<file path="src/rtl/ext_irq_ctrl.sv">
// External interrupt controller: sync, edge-latch, mask, fixed-priority select, req/ack/eoi handshake; optional nesting via INTC_NESTING_EN.
// Latency: i_ext high at edge k -> pending at k+2 -> irq at k+3; irq held until ack or source withdrawn.
module ext_irq_ctrl #(
  parameter int NUM_SRC    = 31,
  parameter int NEST_DEPTH = 4
) (
  input  logic        Clk,
  input  logic        Rst,
  input  logic [30:0] i_ext,
  input  logic        cfg_we,
  input  logic [1:0]  cfg_addr,
  input  logic [30:0] cfg_wdata,
  output logic [31:0] cfg_rdata,
  output logic        irq,
  output logic [4:0]  irq_id,
  input  logic        irq_ack,
  input  logic        irq_eoi
);

  localparam logic [1:0] ST_IDLE = 2'd0;
  localparam logic [1:0] ST_REQ  = 2'd1;
  localparam logic [1:0] ST_SERV = 2'd2;
  localparam logic [30:0] SRC_MASK = 31'((64'd1 << NUM_SRC) - 64'd1);

  logic [30:0] sync1, sync2, sync3;
  logic [30:0] pending, enable;
  logic [30:0] rise, eligible, w1c, ack_clr, pending_nxt, enable_nxt;
  logic [1:0]  state, state_nxt;
  logic [4:0]  cur_id, id_nxt, sel_id;
  logic        sel_vld, still_elig, act_valid;

  assign rise      = sync2 & ~sync3 & SRC_MASK;
  assign eligible  = pending & enable;
  assign w1c       = (cfg_we && cfg_addr == 2'd1) ? cfg_wdata : '0;
  assign ack_clr   = (state == ST_REQ && irq_ack) ? (31'd1 << cur_id) : '0;
  // Clears are applied before the OR so a fresh edge always survives.
  assign pending_nxt = ((pending & ~w1c & ~ack_clr) | rise) & SRC_MASK;
  assign enable_nxt  = (cfg_we && cfg_addr == 2'd0) ? (cfg_wdata & SRC_MASK) : enable;
  // Withdrawal is judged on next-cycle values so irq drops right after a mask or W1C write.
  assign still_elig  = |(((pending & ~w1c) | rise) & enable_nxt & (31'd1 << cur_id));
  assign act_valid   = (state != ST_IDLE);
  assign irq         = (state == ST_REQ);
  assign irq_id      = cur_id;

  always_comb begin
    sel_vld = 1'b0;
    sel_id  = '0;
    for (int i = NUM_SRC - 1; i >= 0; i--) begin
      if (eligible[i]) begin
        sel_vld = 1'b1;
        sel_id  = 5'(i);
      end
    end
  end

`ifdef INTC_NESTING_EN
  localparam int DW = $clog2(NEST_DEPTH + 1);
  logic [4:0]    stack [NEST_DEPTH];
  logic [DW-1:0] depth;
  logic [4:0]    top_id;
  logic          push, pop;

  always_comb begin
    top_id = '0;
    for (int i = 0; i < NEST_DEPTH; i++) begin
      if (DW'(i + 1) == depth) top_id = stack[i];
    end
  end

  always_ff @(posedge Clk or negedge Rst) begin
    if (!Rst) begin
      depth <= '0;
      for (int i = 0; i < NEST_DEPTH; i++) stack[i] <= '0;
    end else if (push) begin
      for (int i = 0; i < NEST_DEPTH; i++) begin
        if (DW'(i) == depth) stack[i] <= cur_id;
      end
      depth <= depth + 1'b1;
    end else if (pop) begin
      depth <= depth - 1'b1;
    end
  end
`else
  logic unused_nest;
  assign unused_nest = NEST_DEPTH[0];
`endif

  always_comb begin
    state_nxt = state;
    id_nxt    = cur_id;
`ifdef INTC_NESTING_EN
    push = 1'b0;
    pop  = 1'b0;
`endif
    case (state)
      ST_IDLE: begin
        if (sel_vld) begin
          state_nxt = ST_REQ;
          id_nxt    = sel_id;
        end
      end
      ST_REQ: begin
        if (irq_ack) begin
          state_nxt = ST_SERV;
        end else if (!still_elig) begin
`ifdef INTC_NESTING_EN
          if (depth != '0) begin
            state_nxt = ST_SERV;
            id_nxt    = top_id;
            pop       = 1'b1;
          end else
`endif
          state_nxt = ST_IDLE;
        end
      end
      ST_SERV: begin
        if (irq_eoi) begin
`ifdef INTC_NESTING_EN
          if (depth != '0) begin
            id_nxt = top_id;
            pop    = 1'b1;
          end else
`endif
          state_nxt = ST_IDLE;
        end
`ifdef INTC_NESTING_EN
        else if (sel_vld && sel_id < cur_id && depth < DW'(NEST_DEPTH)) begin
          push      = 1'b1;
          state_nxt = ST_REQ;
          id_nxt    = sel_id;
        end
`endif
      end
      default: state_nxt = ST_IDLE;
    endcase
  end

  always_ff @(posedge Clk or negedge Rst) begin
    if (!Rst) begin
      sync1   <= '0;
      sync2   <= '0;
      sync3   <= '0;
      pending <= '0;
      enable  <= '0;
      state   <= ST_IDLE;
      cur_id  <= '0;
    end else begin
      sync1   <= i_ext;
      sync2   <= sync1;
      sync3   <= sync2;
      pending <= pending_nxt;
      enable  <= enable_nxt;
      state   <= state_nxt;
      cur_id  <= id_nxt;
    end
  end

  always_comb begin
    case (cfg_addr)
      2'd0:    cfg_rdata = {1'b0, enable};
      2'd1:    cfg_rdata = {1'b0, pending};
      2'd2:    cfg_rdata = {24'b0, state, act_valid, cur_id};
      default: cfg_rdata = '0;
    endcase
  end

endmodule
</file>
<file path="config.mk">
export PLATFORM = sky130hd
export DESIGN_NAME = ext_irq_ctrl
export DESIGN_NICKNAME = d
export VERILOG_FILES = /design/src/rtl/ext_irq_ctrl.sv
export SDC_FILE = /design/constraint.sdc
export NUM_CORES = 1
export LEC_CHECK = 0
export CAP_MARGIN = 20
export CORE_ASPECT_RATIO = 0.5
export CORE_UTILIZATION = 49
export DETAILED_ROUTE_END_ITERATION = 6
export HOLD_SLACK_MARGIN = 0.06
export PLACE_DENSITY = 0.84
export SLEW_MARGIN = 20
export SYNTH_ARGS = -nofsm -noshare
export SYNTH_HDL_FRONTEND = slang
export SYNTH_SLANG_ARGS = --single-unit
</file>
<file path="constraint.sdc">
create_clock -name Clk -period 2.1 [get_ports Clk]
set_clock_uncertainty 0.1 [all_clocks]
set_input_delay 0.42 -clock Clk [delete_from_list [all_inputs] [get_ports Clk]]
set_output_delay 0.42 -clock Clk [all_outputs]
set_load 0.05 [all_outputs]
</file>
==> results of run 1 <==
==> critical path: cells and delay by family <==
family,cells,cell delay [ns]
AOI/OAI and AO/OA,2,0.29
buffers and inverters,3,0.39
muxes,1,0.34
and+or+nand+nor,4,0.99
==> logic make-up (layout without fill, tap and decap cells) <==
group / count (synthesis) / count (layout) / share of synthesized area, %
AOI/OAI and AO/OA: 133 / 133 / 12.9
buffers and inverters: 50 / 290 / 3.21
DFF: 162 / 162 / 57.5
muxes: 62 / 62 / 9.40
other: 1 / 1 / 0.0531
and+or+nand+nor: 199 / 199 / 16.9
==> layout make-up <==
type / instances / area share, %
Sequential cell: 162 / 38.4
Inverter: 19 / 0.674
Tap cell: 192 / 2.27
Multi-Input combinational cell: 395 / 31.3
Timing Repair Buffer: 240 / 21.8
Clock inverter: 12 / 1.41
Clock buffer: 19 / 4.19
==> placed cells by master, fill, tap and decap left out, drive strengths merged, types with 9 or more instances in the layout <==
master,instances
dfrtp,162
o21ai,29
mux2i,31
nand2,41
a22oi,9
mux2,31
inv,24
a2bb2oi,16
o211ai,17
buf,175
nor2,45
nand4b,29
clkbuf,19
clkdlybuf4s50,64
nor4b,20
a21oi,29
nor2b,14
==> worst paths after layout <==
check	start	to	cells past startpoint
worst max register to register	irq_id[0]$_DFFE_PN0P_	state[0]$_DFFE_PN0P_	9
min in group asynchronous	Rst	sync3[17]$_DFF_PN0_	2
max in group asynchronous	Rst	irq_id[2]$_DFFE_PN0P_	3
worst min-delay path	sync1[23]$_DFF_PN0_	sync2[23]$_DFF_PN0_	0
worst max-delay path	cfg_addr[0]	state[0]$_DFFE_PN0P_	10
worst min register to register	sync1[23]$_DFF_PN0_	sync2[23]$_DFF_PN0_	0
==> power groups by stage <==
| stage | clock network [uW] | logic, uW | registers [uW] |
|---|---|---|---|
| after floorplan | 0 | 1920 | 3940 |
| after global placement | 0 | 3870 | 3900 |
| after detailed placement | 0 | 3910 | 3910 |
| after CTS | 3200 | 4210 | 3860 |
| after global routing | 3330 | 4570 | 3910 |
| final | 3140 | 4390 | 3890 |
==> metal layers <==
layer | wire, um | vias up | GRT usage [%]
met5 | 0 | - | 0
li1 | - | 2720 | -
met1 | 10700 | 3224 | 49.3
met3 | 2510 | 55 | 9.36
met2 | 10400 | 345 | 48.1
met4 | 516 | 0 | 11.0
==> per-stage QoR <==
stage | utilization [%] | cell area [um2]
2_1_floorplan | - | 7340
3_3_place_gp | 68.7 | 9490
3_5_place_dp | 68.7 | 9490
4_1_cts | 75.6 | 10400
5_1_grt | 76.6 | 10600
6_report | 76.6 | 10600
==> state kept, by name (all words and copies together), names as in the netlist <==
name / count
enable: 31
pending: 31
sync1: 31
sync2: 31
sync3: 31
irq_id: 5
state: 2
==> repair_timing <==
item,CTS,global route
buffers inserted,12,6
pin swaps,10,9
resized for setup,52,17
endpoints found under the setup margin,9,11
hold buffers,1,0
endpoints found under the hold margin,38,0
gates cloned,0,0
==> load_flow_metrics.sql, run 1 <==
INSERT INTO impl_metrics (metric_group, metric, value, unit) VALUES
('global_route', 'grt_util_all_layers', '33.7', '%'),
('synthesis', 'synthesized_area_per_cell', '11.6', 'um2'),
('critical_path', 'worst-path-max-fanout', '6', ''),
('routing', 'first_pass_iters', '5', ''),
('global_route', 'grt_start_max_net_pins', '43', ''),
('synthesis', 'synth.largest_area_cell', 'dfrtp_1', ''),
('floorplan', 'die_y', '86.9', 'um'),
('synthesis', 'number_of_synthesized_register_bits', '162', ''),
('routing', 'drt_wl_total', '24100', 'um'),
('critical_path', 'critical_path.startpoint_type', 'input port', ''),
('synthesis', 'syn_area', '7060', 'um2'),
('synthesis', 'synth_sequential_area_ratio', '57.5', '%'),
('floorplan', 'chipWidth', '172', 'um'),
('final_layout', 'fillers', '909', ''),
('pwr', 'p_switching', '4180', 'uW'),
('global_route', 'globalRoute.totalOverflow', '0', ''),
('clock_network', 'clk-insertion-delay-late', '0.43', 'ns'),
('floorplan', 'floorplan.initialDensity', '51.1', '%'),
('outcome', 'status', 'finished with violations', ''),
('synthesis', 'netlist_top_cells_area', 'dfrtp_1, mux2_2, mux2i_1', ''),
('floorplan', 'core_region_area', '13800', 'um2'),
('floorplan', 'boundaryPins', '107', ''),
('final_layout', 'design.final.nets', '904', ''),
('synthesis', 'post_synth_edffs', '0', ''),
('place', 'hpwl', '17400', 'um'),
('clock_network', 'path_clk_slew', '0.06', 'ns'),
('synthesis', 'synth.cells.most_frequent', 'dfrtp_1, nor2_1, nand2_1', ''),
('place', 'gp_congestion', '1.01', ''),
('routing', 'drt-vias-per-instance', '6.11', ''),
('routing', 'dr_total_vias', '6344', ''),
('final_layout', 'final-seq-area', '4060', 'um2'),
('synthesis', 'async_flop_share', '100', '%'),
('critical_path', 'regToRegSetupSlack', '-0.09', 'ns'),
('clock_network', 'number_of_clock_sinks', '162', ''),
('sta', 'final_period_util', '107', '%'),
('routing', 'ant_nets', '0', ''),
('critical_path', 'max_stage_delay', '0.39', 'ns'),
('clock_network', 'cts_made_buffers', '17', ''),
('synthesis', 'syn_warnings', '0', ''),
('routing', 'detailedRoute.firstIterationViolations', '674', ''),
('global_route', 'antenna_found_initial', '0', ''),
('place', 'detailedPlace.worstSlack', '-0.944', 'ns'),
('pwr', 'peakVddDrop', '0.000707', 'V'),
('routing', 'remaining_drc_errors', '0', ''),
('sta', 'finalWorstPathRequiredPeriod', '2.24', 'ns'),
('floorplan', 'die_area', '14900', 'um2'),
('sta', 'fin_ws', '-0.140', 'ns'),
('critical_path', 'critPathCaptureType', 'flop', ''),
('sta', 'worst-slew-pin-transition', '0.614', 'ns'),
('synthesis', 'yosys_most_used_dff', 'dfrtp_1', ''),
('critical_path', 'critical_path_class', 'in2reg', ''),
('pwr', 'comb_power_share', '38.5', '%'),
('outcome', 'violations_in_the_final_reports', 'setup timing', ''),
('critical_path', 'slowest_cell_on_crit_path', 'nor4_1', ''),
('critical_path', 'worstPathCellList', 'buf_6 > nor3b_4 > buf_12 > buf_12 > mux2_2 > nor4b_2 > nor4_1 > o2111ai_2 > nor3_4 > o41ai_2', ''),
('pwr', 'internal_power', '7240', 'uW'),
('routing', 'routedWlPerCell', '23.2', 'um'),
('pwr', 'leakagePower', '0.00452', 'uW'),
('critical_path', 'endpoint_required_time_on_the_critical_path', '2.31', 'ns'),
('sta', 'hold_ws', '0.247', 'ns'),
('sta', 'achievable-frequency', '446', 'MHz'),
('place', 'placed_cells', '990', ''),
('final_layout', 'diodes', '0', ''),
('place', 'port_buffer_cells', '105', ''),
('sta', 'finalSetupViolCount', '2', ''),
('synthesis', 'synthCells', '607', ''),
('global_route', 'vias_in_the_first_global_route', '6174', ''),
('sta', 'setup_repair_after_global_routing_missed_its_margin', 'yes', ''),
('synthesis', 'synth_cell_types', '53', ''),
('sta', 'worst_slew_margin_rel', '58.5', '%'),
('final_layout', 'multi_input_comb_area', '3320', 'um2');
No activity file was read; power rests on OpenSTA's default activity.
==> run 2, diff against run 1 <==
--- a/config.mk
+++ b/config.mk
@@ -7,10 +7,12 @@
 export LEC_CHECK = 0
 export CAP_MARGIN = 20
 export CORE_ASPECT_RATIO = 0.5
-export CORE_UTILIZATION = 49
+export CORE_UTILIZATION = 51
+export CTS_BUF_LIST = sky130_fd_sc_hd__clkbuf_8
+export CTS_CLUSTER_SIZE = 16
 export DETAILED_ROUTE_END_ITERATION = 6
 export HOLD_SLACK_MARGIN = 0.06
-export PLACE_DENSITY = 0.84
+export PLACE_DENSITY = 0.87
 export SLEW_MARGIN = 20
 export SYNTH_ARGS = -nofsm -noshare
 export SYNTH_HDL_FRONTEND = slang
==> run 2 against run 1 <==
  * The flow still finishes with violations (setup timing)
  * Sequential power rose by 1%
  * Sequential share of layout area rose by 0.49 points
  * Critical endpoint unchanged
  * Die area fell by 3.9%
  * Via count rose by 1.9%
==> load_flow_metrics.sql, run 2 (synthesis gave the netlist of run 1 again) <==
INSERT INTO impl_metrics (metric_group, metric, value, unit) VALUES
('sta', 'setup_repair_after_global_routing_missed_its_margin', 'yes', ''),
('critical_path', 'endpoint_required_time_on_the_critical_path', '2.35', 'ns'),
('place', 'port_buffer_cells', '105', ''),
('sta', 'final_period_util', '106', '%'),
('routing', 'detailedRoute.firstIterationViolations', '929', ''),
('place', 'gp_congestion', '0.990', ''),
('sta', 'achievable-frequency', '447', 'MHz'),
('place', 'placed_cells', '963', ''),
('sta', 'fin_ws', '-0.136', 'ns'),
('clock_network', 'cts_made_buffers', '17', ''),
('critical_path', 'critical_path_class', 'in2reg', ''),
('critical_path', 'critPathCaptureType', 'flop', ''),
('final_layout', 'design.final.nets', '907', ''),
('floorplan', 'die_y', '85.2', 'um'),
('final_layout', 'layout_cells_sized_above_1', '36.3', '%'),
('floorplan', 'die_area', '14300', 'um2'),
('routing', 'dr_total_vias', '6466', ''),
('global_route', 'antenna_found_initial', '1', ''),
('outcome', 'status', 'finished with violations', ''),
('global_route', 'grt_util_all_layers', '35.7', '%'),
('floorplan', 'placementRows', '29', ''),
('routing', 'routedWlPerCell', '24.4', 'um'),
('pwr', 'powerDensity', '1020', 'nW/um2'),
('global_route', 'vias_in_the_first_global_route', '6181', ''),
('routing', 'ant_nets', '0', ''),
('global_route', 'globalRoute.totalOverflow', '0', ''),
('routing', 'remaining_drc_errors', '0', ''),
('final_layout', 'fillers', '756', ''),
('place', 'hpwl', '17500', 'um'),
('routing', 'first_pass_iters', '7', ''),
('global_route', 'grt_start_max_net_pins', '46', ''),
('sta', 'final-hold-violation-count', '0', ''),
('clock_network', 'path_clk_slew', '0.09', 'ns'),
('critical_path', 'critical_path.startpoint_type', 'input port', ''),
('floorplan', 'boundaryPins', '107', ''),
('worst_hold_path', 'holdPathStages', '0', ''),
('global_route', 'wire_length_of_the_first_global_routing_pass', '36600', 'um'),
('clock_network', 'clk-insertion-delay-late', '0.47', 'ns'),
('pwr', 'peakVddDrop', '0.000670', 'V'),
('floorplan', 'floorplan.initialDensity', '54.0', '%'),
('worst_hold_path', 'hold_path.class', 'reg2reg', ''),
('sta', 'worst-slew-pin-transition', '0.637', 'ns'),
('critical_path', 'worst-path-max-fanout', '4', ''),
('sta', 'finalSetupViolCount', '1', ''),
('final_layout', 'layout-area-overhead-vs-synth', '48.0', '%'),
('final_layout', 'diodes', '0', ''),
('run', 'max_cap_viols', '0', ''),
('critical_path', 'cp_data_arrival_time', '2.48', 'ns'),
('pwr', 'leakagePower', '0.00447', 'uW'),
('clock_network', 'cts_tree', 'built', ''),
('sta', 'timing.final.max_slew_violations', '0', ''),
('critical_path', 'reg2reg_depth', '8', ''),
('final_layout', 'instances_no_fill', '1021', ''),
('sta', 'finalWorstPathRequiredPeriod', '2.24', 'ns'),
('clock_network', 'clk_path_buf_depth', '2', ''),
('outcome', 'violations_in_the_final_reports', 'setup timing', ''),
('clock_network', 'number_of_clock_sinks', '162', ''),
('final_layout', 'layout_common_cells', 'dfrtp_1, buf_4, clkdlybuf4s50_1, nand2_1', ''),
('final_layout', 'utilization', '80.0', '%'),
('final_layout', 'mostFrequentLayoutCell', 'dfrtp_1', ''),
('floorplan', 'core_region_area', '13100', 'um2'),
('clock_network', 'cts.htree.levels', '4', ''),
('final_layout', 'final-seq-area', '4060', 'um2'),
('clock_network', 'cts.root.buffer_cell', 'clkbuf_8', ''),
('floorplan', 'chipWidth', '168', 'um'),
('routing', 'drt_wl_total', '24900', 'um'),
('sta', 'worst_slew_margin_rel', '57.5', '%'),
('routing', 'drt-vias-per-instance', '6.33', ''),
('final_layout', 'multi_input_comb_area', '3260', 'um2');
## run 2: cell types whose count changed in the layout (fill, tap and decap cells not counted), moves of 6 or more
cell,change
clkbuf_8,+18
clkbuf_16,-17
mux2i_1,-6
mux2i_2,+6
nor4b_1,+6
## run 2: path summary, 6_finish.rpt
check / endpoint / slack [ns] / start
max: state[0]$_DFFE_PN0P_ / -0.14 / cfg_addr[0]
min: sync2[21]$_DFF_PN0_ / 0.25 / sync1[21]$_DFF_PN0_
max reg2reg: state[0]$_DFFE_PN0P_ / -0.08 / irq_id[0]$_DFFE_PN0P_
min reg2reg: sync2[21]$_DFF_PN0_ / 0.25 / sync1[21]$_DFF_PN0_
max in group asynchronous: irq_id[0]$_DFFE_PN0P_ / 0.86 / Rst
min in group asynchronous: enable[9]$_DFF_PN0_ / 0.33 / Rst
## run 2: worst max-delay path, cell delays in order
cell	delay [ns]
buf_6	0.10
nor3b_4	0.23
buf_6	0.17
bufbuf_16	0.26
buf_4	0.12
mux2_4	0.30
nor4b_2	0.18
nor4_1	0.26
nand2_1	0.11
nor3_2	0.25
o41ai_2	0.08
## run 2: layout make-up
| class | count | area share (%) |
|---|---|---|
| clock buffer | 19 | 2.50 |
| inverter | 19 | 0.683 |
| tap | 170 | 2.04 |
| sequential | 162 | 38.8 |
| timing repair buffer | 243 | 23.2 |
| multi-input combinational | 395 | 31.2 |
| clock inverter | 13 | 1.57 |
## run 2: through the flow
stage / worst slack, ns / TNS (ns) / instance area (um2) / total power, uW / hold slack, ns
finish: -0.136 / -0.136 / 10400 / 10700 / 0.253
global route: -0.167 / -0.212 / 10400 / 11000 / 0.256
CTS: -0.0982 / -0.0982 / 10300 / 10500 / 0.255
detailed placement: -0.924 / -1.81 / 9460 / 7830 / 0.235
global placement: -0.886 / -1.65 / 9460 / 7770 / 0.232
floorplan: -0.221 / -0.245 / 7340 / 5870 / 0.0244
## run 2: power by group
group          switching [uW]  leakage (uW)  internal (uW)
registers                 450       0.00184           3480
clock network            1280      0.000218           1170
logic                    2410       0.00242           1910
## run 2: what timing repair did
item,CTS,global route
gates resized for setup,42,19
endpoints found under the setup margin,15,17
cloned,3,0
endpoints found under the hold margin,35,0
buffers inserted,20,4
hold buffers,1,0
pin swaps,16,7
## run 2: routing by layer
metal / vias up / part of all wire [%] / track usage [%]
met5: - / 0.052 / 0
met4: 2 / 2.0 / 11.7
met3: 53 / 13 / 11.9
met2: 439 / 42 / 49.5
met1: 3257 / 43 / 52.6
li1: 2715 / - / -
==> run 3, diff against run 2 <==
--- a/config.mk
+++ b/config.mk
@@ -7,12 +7,13 @@
 export LEC_CHECK = 0
 export CAP_MARGIN = 20
 export CORE_ASPECT_RATIO = 0.5
-export CORE_UTILIZATION = 51
+export CORE_UTILIZATION = 59
 export CTS_BUF_LIST = sky130_fd_sc_hd__clkbuf_8
 export CTS_CLUSTER_SIZE = 16
 export DETAILED_ROUTE_END_ITERATION = 6
+export DONT_BUFFER_PORTS = 1
 export HOLD_SLACK_MARGIN = 0.06
-export PLACE_DENSITY = 0.87
+export PLACE_DENSITY = 0.86
 export SLEW_MARGIN = 20
 export SYNTH_ARGS = -nofsm -noshare
 export SYNTH_HDL_FRONTEND = slang
==> run 3 against run 2 <==
  * The flow finishes with violations (DRC, hold timing, setup timing)
  * Count of clock-buffer cells in the layout shrank 2
  * First-iteration DRC count grew 13%
  * Die area shrank 13%
==> load_flow_metrics.sql, run 3 (synthesis gave the netlist of run 1 again) <==
INSERT INTO impl_metrics (metric_group, metric, value, unit) VALUES
('clock_network', 'clk_path_buf_depth', '2', ''),
('pwr', 'clock_power_share', '25.2', '%'),
('critical_path', 'slowest_cell_on_crit_path', 'mux2_2', ''),
('global_route', 'antenna_found_initial', '0', ''),
('clock_network', 'number_of_clock_sinks', '162', ''),
('pwr', 'pwr-share-seq', '39.5', '%'),
('worst_hold_path', 'hold_path.class', 'in2async', ''),
('critical_path', 'critical_path.startpoint_type', 'input port', ''),
('sta', 'setup_repair_after_global_routing_missed_its_margin', 'yes', ''),
('floorplan', 'placementRows', '27', ''),
('final_layout', 'layout_cells_sized_above_1', '28.4', '%'),
('clock_network', 'cts_made_buffers', '17', ''),
('final_layout', 'utilization', '82.6', '%'),
('sta', 'hold_ws', '-0.469', 'ns'),
('place', 'hpwl', '14300', 'um'),
('sta', 'finalWorstPathRequiredPeriod', '2.21', 'ns'),
('clock_network', 'cts_tree', 'built', ''),
('clock_network', 'cts.root.buffer_cell', 'clkbuf_8', ''),
('run', 'max_cap_viols', '0', ''),
('sta', 'achievable-frequency', '453', 'MHz'),
('global_route', 'wire_length_of_the_first_global_routing_pass', '32700', 'um'),
('critical_path', 'worst-path-max-fanout', '62', ''),
('routing', 'dr_total_vias', '6065', ''),
('sta', 'final-hold-violation-count', '162', ''),
('routing', 'drt_wl_total', '22200', 'um'),
('critical_path', 'reg2reg_depth', '6', ''),
('final_layout', 'design.final.nets', '806', ''),
('critical_path', 'critical_path.top_delay_family', 'simple AND/OR/NAND/NOR gates', ''),
('floorplan', 'die_y', '79.3', 'um'),
('clock_network', 'path_clk_slew', '0.10', 'ns'),
('sta', 'worst_slew_margin_rel', '59.8', '%'),
('critical_path', 'worstReg2RegStart', 'irq_id[1]$_DFFE_PN0P_', ''),
('floorplan', 'core_region_area', '11300', 'um2'),
('final_layout', 'design_area', '9340', 'um2'),
('sta', 'worst-slew-pin-transition', '0.595', 'ns'),
('critical_path', 'endpoint_required_time_on_the_critical_path', '2.35', 'ns'),
('routing', 'remaining_drc_errors', '5', ''),
('critical_path', 'critPathCaptureType', 'flop', ''),
('routing', 'ant_nets', '0', ''),
('sta', 'timing.final.max_slew_violations', '0', ''),
('critical_path', 'regToRegEndpoint', 'state[0]$_DFFE_PN0P_', ''),
('floorplan', 'floorplan.initialDensity', '62.3', '%'),
('pwr', 'comb_power_share', '35.2', '%'),
('pwr', 'internal_power', '6010', 'uW'),
('clock_network', 'clk-insertion-delay-late', '0.48', 'ns'),
('sta', 'final_period_util', '105', '%'),
('place', 'placedInstanceArea', '7860', 'um2'),
('floorplan', 'chipWidth', '157', 'um'),
('pwr', 'netSwitchingFraction', '39.4', '%'),
('pwr', 'totalPowerFinal', '9910', 'uW'),
('critical_path', 'cp_data_arrival_time', '2.45', 'ns'),
('critical_path', 'critical_path_buf_inv_count', '2', ''),
('floorplan', 'die_area', '12400', 'um2'),
('clock_network', 'postCtsHoldBufs', '64', ''),
('routing', 'detailedRoute.firstIterationViolations', '1048', ''),
('routing', 'drt-vias-per-instance', '6.67', ''),
('critical_path', 'regToRegSetupSlack', '-0.09', 'ns'),
('sta', 'fin_ws', '-0.106', 'ns'),
('place', 'placed_cells', '798', ''),
('outcome', 'violations_in_the_final_reports', 'DRC, hold timing, setup timing', ''),
('place', 'gp_congestion', '0.989', ''),
('place', 'port_buffer_cells', '0', ''),
('sta', 'finalSetupViolCount', '1', ''),
('global_route', 'grt_start_max_net_pins', '163', ''),
('global_route', 'globalRoute.totalOverflow', '0', ''),
('outcome', 'status', 'finished with violations', ''),
('routing', 'first_pass_iters', '7', ''),
('critical_path', 'critical_path_class', 'in2reg', ''),
('final_layout', 'layout-area-overhead-vs-synth', '32.4', '%'),
('clock_network', 'cts.htree.levels', '4', ''),
('floorplan', 'boundaryPins', '107', ''),
('pwr', 'p_switching', '3900', 'uW'),
('global_route', 'vias_in_the_first_global_route', '5809', ''),
('critical_path', 'max_stage_delay', '0.33', 'ns'),
('critical_path', 'worstPathCellList', 'nor3b_4 > buf_2 > buf_4 > mux2_2 > nor4bb_1 > nor4_2 > o2111ai_2 > nor3_2 > o41ai_2', ''),
('final_layout', 'diodes', '0', ''),
('final_layout', 'mostFrequentLayoutCell', 'dfrtp_1', ''),
('final_layout', 'layout_common_cells', 'dfrtp_1, buf_4, dlygate4sd3_1, nand2_1, mux2i_1', ''),
('final_layout', 'instances_no_fill', '909', ''),
('pwr', 'peakVddDrop', '0.000589', 'V'),
('pwr', 'powerDensity', '1060', 'nW/um2'),
('final_layout', 'fillers', '603', ''),
('global_route', 'grt_util_all_layers', '36.8', '%'),
('routing', 'routedWlPerCell', '24.4', 'um'),
('pwr', 'leakagePower', '0.00388', 'uW');
==> run 3: worst max path at each step <==
stage	cells past startpoint	from	end	slack [ns]
6_report	9	cfg_addr[0]	state[0]$_DFFE_PN0P_	-0.11
5_1_grt	9	cfg_addr[0]	state[0]$_DFFE_PN0P_	-0.15
4_1_cts	9	irq_id[1]$_DFFE_PN0P_	state[0]$_DFFE_PN0P_	0.0004
3_5_place_dp	9	cfg_addr[0]	state[0]$_DFFE_PN0P_	-0.42
3_3_place_gp	8	cfg_addr[0]	state[0]$_DFFE_PN0P_	-0.35
2_1_floorplan	9	cfg_addr[0]	state[0]$_DFFE_PN0P_	-0.22
==> run 3: timing repair <==
| action | CTS | global route |
|---|---|---|
| hold endpoints to repair | 226 | 162 |
| gates resized for setup | 17 | 36 |
| setup buffers | 0 | 14 |
| cloned | 0 | 1 |
| setup endpoints to repair | 2 | 7 |
| pin swaps | 0 | 7 |
==> run 3: layer usage <==
metal	track usage [%]	wire length, um
met5	0	0
met4	12.0	531
met3	15.6	3090
met2	52.6	9660
met1	50.6	8890
==> run 3: area by class of cell <==
type                            instances  area [um2]  area share [%]
Clock buffer                           17         234            2.50
Clock inverter                         15         214            2.29
Inverter                               19        71.3           0.763
Multi-Input combinational cell        395        3280            35.1
Sequential cell                       162        4060            43.5
Tap cell                              159         199            2.13
Timing Repair Buffer                  142        1280            13.7
==> run 3: power groups by stage <==
| stage | combinational (uW) | clock (uW) | sequential (uW) |
|---|---|---|---|
| after floorplan | 1920 | 0 | 3940 |
| after global placement | 2960 | 0 | 3910 |
| after detailed placement | 2980 | 0 | 3930 |
| after CTS | 3180 | 2510 | 3870 |
| after global routing | 3620 | 2660 | 3950 |
| final | 3490 | 2500 | 3920 |
==> run 3: metrics by stage <==
stage | worst slack, ns | TNS [ns]
finish | -0.106 | -0.106
global route | -0.151 | -0.159
CTS | 0.000396 | 0
detailed placement | -0.419 | -0.419
global placement | -0.349 | -0.349
floorplan | -0.221 | -0.245
==> run 3: worst register-to-register path: stages, from the launching register on <==
cell	delay, ns
dfrtp_2	0.48
or3_1	0.44
nor4b_1	0.53
nor4_1	0.13
nand4_1	0.15
nor3_2	0.07
o41ai_2	0.20
